<file path="src/rtl/floor_ctrl.sv">
// Elevator car controller for floors 1..10.
// Latches floor buttons into a pending mask and moves the car with a SCAN policy.
// The car keeps its direction while requests lie ahead, opens the door at served floors,
// and drives an active-low 7-segment pattern of the current floor.
module floor_ctrl #(
  parameter int TRAVEL_TICKS = 100_000_000,
  parameter int DOOR_TICKS   = 200_000_000
) (
  input  logic       clk,
  input  logic       reset,
  input  logic [9:0] req,
  output logic [7:0] display,
  output logic [3:0] floor,
  output logic       moving_up,
  output logic       moving_down,
  output logic       door_open
);

  typedef enum logic [1:0] {
    ST_IDLE = 2'd0,
    ST_UP   = 2'd1,
    ST_DOWN = 2'd2,
    ST_DOOR = 2'd3
  } state_t;

  state_t      state_r, state_s;
  logic [3:0]  floor_r, floor_s;
  logic [9:0]  pend_r, pend_s;
  logic [31:0] timer_r, timer_s;
  logic        last_up_r, last_up_s;

  logic        above_s, below_s, here_s;
  logic        travel_done_s, door_done_s;
  logic [3:0]  floor_up_s, floor_dn_s;

  // Bit i set when floor i+1 lies strictly above floor fl.
  function automatic logic [9:0] mask_above(input logic [3:0] fl);
    logic [9:0] m;
    for (int i = 0; i < 10; i++) begin
      m[i] = ((i + 1) > int'(fl));
    end
    return m;
  endfunction

  // Bit i set when floor i+1 lies strictly below floor fl.
  function automatic logic [9:0] mask_below(input logic [3:0] fl);
    logic [9:0] m;
    for (int i = 0; i < 10; i++) begin
      m[i] = ((i + 1) < int'(fl));
    end
    return m;
  endfunction

  // Bit i set only when floor i+1 equals floor fl.
  function automatic logic [9:0] mask_here(input logic [3:0] fl);
    logic [9:0] m;
    for (int i = 0; i < 10; i++) begin
      m[i] = ((i + 1) == int'(fl));
    end
    return m;
  endfunction

  // Active-low {dp,g,f,e,d,c,b,a}; floor 10 shows '0', the display stage adds the leading '1'.
  function automatic logic [7:0] seg_encode(input logic [3:0] fl);
    logic [7:0] s;
    case (fl)
      4'd1:    s = 8'hF9;
      4'd2:    s = 8'hA4;
      4'd3:    s = 8'hB0;
      4'd4:    s = 8'h99;
      4'd5:    s = 8'h92;
      4'd6:    s = 8'h82;
      4'd7:    s = 8'hF8;
      4'd8:    s = 8'h80;
      4'd9:    s = 8'h90;
      4'd10:   s = 8'hC0;
      default: s = 8'hFF;
    endcase
    return s;
  endfunction

  assign floor = floor_r;

  // Request position relative to the car, timer terminal counts and clamped neighbour floors.
  always_comb begin
    above_s       = |(pend_r & mask_above(floor_r));
    below_s       = |(pend_r & mask_below(floor_r));
    here_s        = |(pend_r & mask_here(floor_r));
    travel_done_s = (timer_r == 32'(TRAVEL_TICKS - 1));
    door_done_s   = (timer_r == 32'(DOOR_TICKS - 1));
    floor_up_s    = (floor_r < 4'd10) ? (floor_r + 4'd1) : 4'd10;
    floor_dn_s    = (floor_r > 4'd1)  ? (floor_r - 4'd1) : 4'd1;
  end

  // Next-state decision: SCAN policy, travel/door timing, pending-request bookkeeping.
  always_comb begin
    state_s   = state_r;
    floor_s   = floor_r;
    timer_s   = timer_r;
    last_up_s = last_up_r;
    pend_s    = pend_r | req;
    case (state_r)
      ST_IDLE: begin
        timer_s = 32'd0;
        if (here_s) begin
          state_s = ST_DOOR;
        end else if (above_s && (last_up_r || !below_s)) begin
          state_s = ST_UP;
        end else if (below_s) begin
          state_s = ST_DOWN;
        end else begin
          state_s = ST_IDLE;
        end
      end
      ST_UP: begin
        if (travel_done_s) begin
          floor_s   = floor_up_s;
          timer_s   = 32'd0;
          last_up_s = 1'b1;
          if (|(pend_r & mask_here(floor_up_s))) begin
            state_s = ST_DOOR;
          end else if (|(pend_r & mask_above(floor_up_s))) begin
            state_s = ST_UP;
          end else begin
            state_s = ST_IDLE;
          end
        end else begin
          timer_s = timer_r + 32'd1;
        end
      end
      ST_DOWN: begin
        if (travel_done_s) begin
          floor_s   = floor_dn_s;
          timer_s   = 32'd0;
          last_up_s = 1'b0;
          if (|(pend_r & mask_here(floor_dn_s))) begin
            state_s = ST_DOOR;
          end else if (|(pend_r & mask_below(floor_dn_s))) begin
            state_s = ST_DOWN;
          end else begin
            state_s = ST_IDLE;
          end
        end else begin
          timer_s = timer_r + 32'd1;
        end
      end
      ST_DOOR: begin
        // A press at the current floor while the door is open is absorbed: clear wins over set.
        pend_s = (pend_r | req) & ~mask_here(floor_r);
        if (door_done_s) begin
          state_s = ST_IDLE;
          timer_s = 32'd0;
        end else begin
          timer_s = timer_r + 32'd1;
        end
      end
      default: begin
        state_s = ST_IDLE;
        timer_s = 32'd0;
      end
    endcase
  end

  // State, car position, request mask and registered status/display outputs.
  always_ff @(posedge clk) begin
    if (reset) begin
      state_r     <= ST_IDLE;
      floor_r     <= 4'd1;
      pend_r      <= 10'd0;
      timer_r     <= 32'd0;
      last_up_r   <= 1'b1;
      display     <= 8'hF9;
      moving_up   <= 1'b0;
      moving_down <= 1'b0;
      door_open   <= 1'b0;
    end else begin
      state_r     <= state_s;
      floor_r     <= floor_s;
      pend_r      <= pend_s;
      timer_r     <= timer_s;
      last_up_r   <= last_up_s;
      display     <= seg_encode(floor_r);
      moving_up   <= (state_s == ST_UP);
      moving_down <= (state_s == ST_DOWN);
      door_open   <= (state_s == ST_DOOR);
    end
  end

endmodule

</file>
<file path="config.mk">
export PLATFORM = sky130hd
export DESIGN_NAME = floor_ctrl
export DESIGN_NICKNAME = d
export VERILOG_FILES = /design/src/rtl/floor_ctrl.sv
export SDC_FILE = /design/constraint.sdc
export NUM_CORES = 1
export LEC_CHECK = 0
export CORE_ASPECT_RATIO = 0.7
export CORE_MARGIN = 2
export CORE_UTILIZATION = 45
export CTS_BUF_LIST = sky130_fd_sc_hd__clkbuf_8
export DETAILED_ROUTE_END_ITERATION = 7
export SYNTH_ARGS = -nofsm -noshare
export SYNTH_HDL_FRONTEND = slang
export SYNTH_SLANG_ARGS = --single-unit
</file>
<file path="constraint.sdc">
create_clock -name clk -period 3.38 [get_ports clk]
set_input_delay 0.676 -clock clk [delete_from_list [all_inputs] [get_ports clk]]
set_output_delay 0.676 -clock clk [all_outputs]
set_load 0.1 [all_outputs]
</file>
==> impl_results.md <==
* Reg2reg start: floor[0]
* Critical Path RT at 3.65 ns
* Total number of H-tree levels at 3
* First-pass GRT wire length at 17.7 mm
* First-pass DRT Iterations at 5
* Via count of the routed design at 3691
* Hold Buf Count CTS at 0
* Worst-Skew Late Latency at 0.36 ns
* TNS Setup at 0 ns
* Dpl ws at 0.539 ns
* Relative slew slack at 35.6%
* Post-DR vias/cell at 5.92
* CTS max path bufs at 2
* Yosys cell types at 84
* CORE AREA at 8440 µm²
* CTS tree: built
* Final setup margin at 0.475 ns
* Cell Pwr Density at 426 nW/µm²
* Final Setup Violations at 0
* Yosys top cell by area: dfxtp_1
* Post-synth EDFFs at 0
* Status: finished clean
* Die extent in x at 115 µm
* Gate Count Post-Synth at 490
* Fin crit share at 86.0%
* Worst hold path class: flip-flop to flip-flop
* Diodes inserted at 0
* Register area share after synthesis at 30.2%
* Post-DP HPWL at 7.88 mm
* Wire per inst at 17.7 µm
* Critical Path AT at 3.18 ns
* Antenna violations before repair at 0
* Clock transition at the registers of the reported paths at 0.07 ns
* Slew Viols, Final at 0
* Yosys reg bits at 59
* DRC violations left at 0
* Critical path class: flip-flop to flip-flop
* Area Growth Syn to Fin at 12.3%
* Post_cts resized at 0
* Final-stage net count at 523
* Tmin final at 2.91 ns
* Area fraction of the dominant cell type after synthesis at 30.2%
* Worst Clk Skew at 0.00958 ns
* Dominant cells by area after synthesis: dfxtp_1 (30%), nor2_1 (6.6%), a21oi_1 (4.1%), xor2_1 (4.0%), ha_1 (3.8%)
* Worst slew pin tran at 0.963 ns
* Avg Inst Size Synth at 7.98 µm²
* Leakage at 1.58 nW
* Setup Fix Bufs, Post-CTS at 0
* Gpl congestion at 0.955
* Die Y at 82 µm
* Overall power at 1.87 mW
* Worst Setup SP: floor[0]
* Hold Fails Final Rpt at 0
* Most used DFF post-synth: dfxtp_1
* Tot GR Track Use at 24.7%
* Worst-path maximum fanout at 11
* Vias in the first global route at 3232
* RSZ-0062 raised after global routing: no
* Synth warn at 0
* Max_cap viols at 0
* Count leader, synth: nor2_1
* Layout cells sized above 1 at 13.3%
* GRT overflow at 0
* Hold Path Origin: timer_r[0]
* DRT iter0 DRCs at 396
* Rows at 28
* PortBufs at 25
* Synth top cells by count: nor2_1 (69), dfxtp_1 (59), a21oi_1 (32), nand2_1 (32), o21ai_0 (19)
* Worst setup SP type: flip-flop
* CTS buffer count at 9
* Final hold slack at 0.450 ns
* VDD IR max at 0.202 mV
* Net Count, Synth at 514
* I/O Pins at 27
* Post-DRT Antenna Nets at 0
* Die area at 9470 µm²
* Mapped Area at 3910 µm²
* Root buf cell: clkbuf_8
* Max Clk Rate at 344 MHz
* Setup crit end kind: flip-flop
* DRT Wirelength at 11.1 mm
* Largest net degree at the start of global routing at 33
* FFs w/ async S/R, synth at 0%
* CTS Sinks at 59
* Initial Util at 46.3%
## metrics by stage
step | cells | cell area, µm² | util (%)
after global routing | 624 | 4390 | 52.0
after global placement | 608 | 4190 | 49.6
after detailed placement | 608 | 4190 | 49.6
after CTS | 624 | 4390 | 52.0
after floorplan | 490 | 3920 | -
final | 624 | 4390 | 52.0
## critical path: stages, from the launching register on
cell,delay (ns)
dfxtp_2,0.41
inv_1,0.16
ha_1,0.53
mux2_2,0.38
a32o_1,0.28
a21o_2,0.21
a2111o_1,0.45
o211ai_2,0.19
nor4bb_4,0.21
## where the power goes
| part | switching [mW] | internal [mW] |
|---|---|---|
| Clock | 0.311 | 0.360 |
| Combinational | 0.274 | 0.156 |
| Sequential | 0.0435 | 0.728 |
| Total | 0.629 | 1.24 |
## cell usage in the layout (no fill, tap or decap), drive strengths merged, types with 10 or more instances in the layout
cell,n
nor2,71
xor2,18
clkbuf,10
dfxtp,59
inv,18
nand2,32
o21ai,20
ha,12
xnor2,10
a21oi,32
clkdlybuf4s50,21
a311oi,10
nand3,13
buf,16
## logic make-up after synthesis
family,synth area share [%]
flops,30.2
fa+ha+maj,4.09
other cells,0.0959
buf+inv,6.85
mux,2.21
simple gates,27.3
compound gates,23.0
xor+xnor,6.27
## final timing paths
kind / depth (start not counted) / slack [ns] / end
worst max-delay path: 8 / 0.47 / moving_up
worst min-delay path: 1 / 0.45 / timer_r[0]
worst max register to register: 8 / 0.47 / moving_up
worst min register to register: 1 / 0.45 / timer_r[0]
## routing by layer
metal | GRT usage [%] | wire length, µm | share of wire, % | vias up
li1 | - | - | - | 1784
met1 | 38.7 | 5740 | 52 | 1737
met2 | 30.6 | 4160 | 38 | 155
met3 | 8.34 | 1010 | 9.1 | 15
met4 | 6.87 | 143 | 1.3 | 0
met5 | 0 | 0 | 0 | -
## state kept, by name, indices dropped and copies added (netlist names)
register / flops
state_r: 2
floor: 4
door_open: 1
timer_r: 32
moving_up: 1
display: 7
pend_r: 10
moving_down: 1
last_up_r: 1
## cell type report
cell class,count,area (µm²)
clock buffers,10,138
clock inverters,6,63.8
fillers,806,4050
inverters,17,63.8
multi-input cells,375,2460
flip-flops and latches,59,1180
well taps,120,150
repair buffers,37,330
Note: power is estimated with default switching activity, not from simulation.
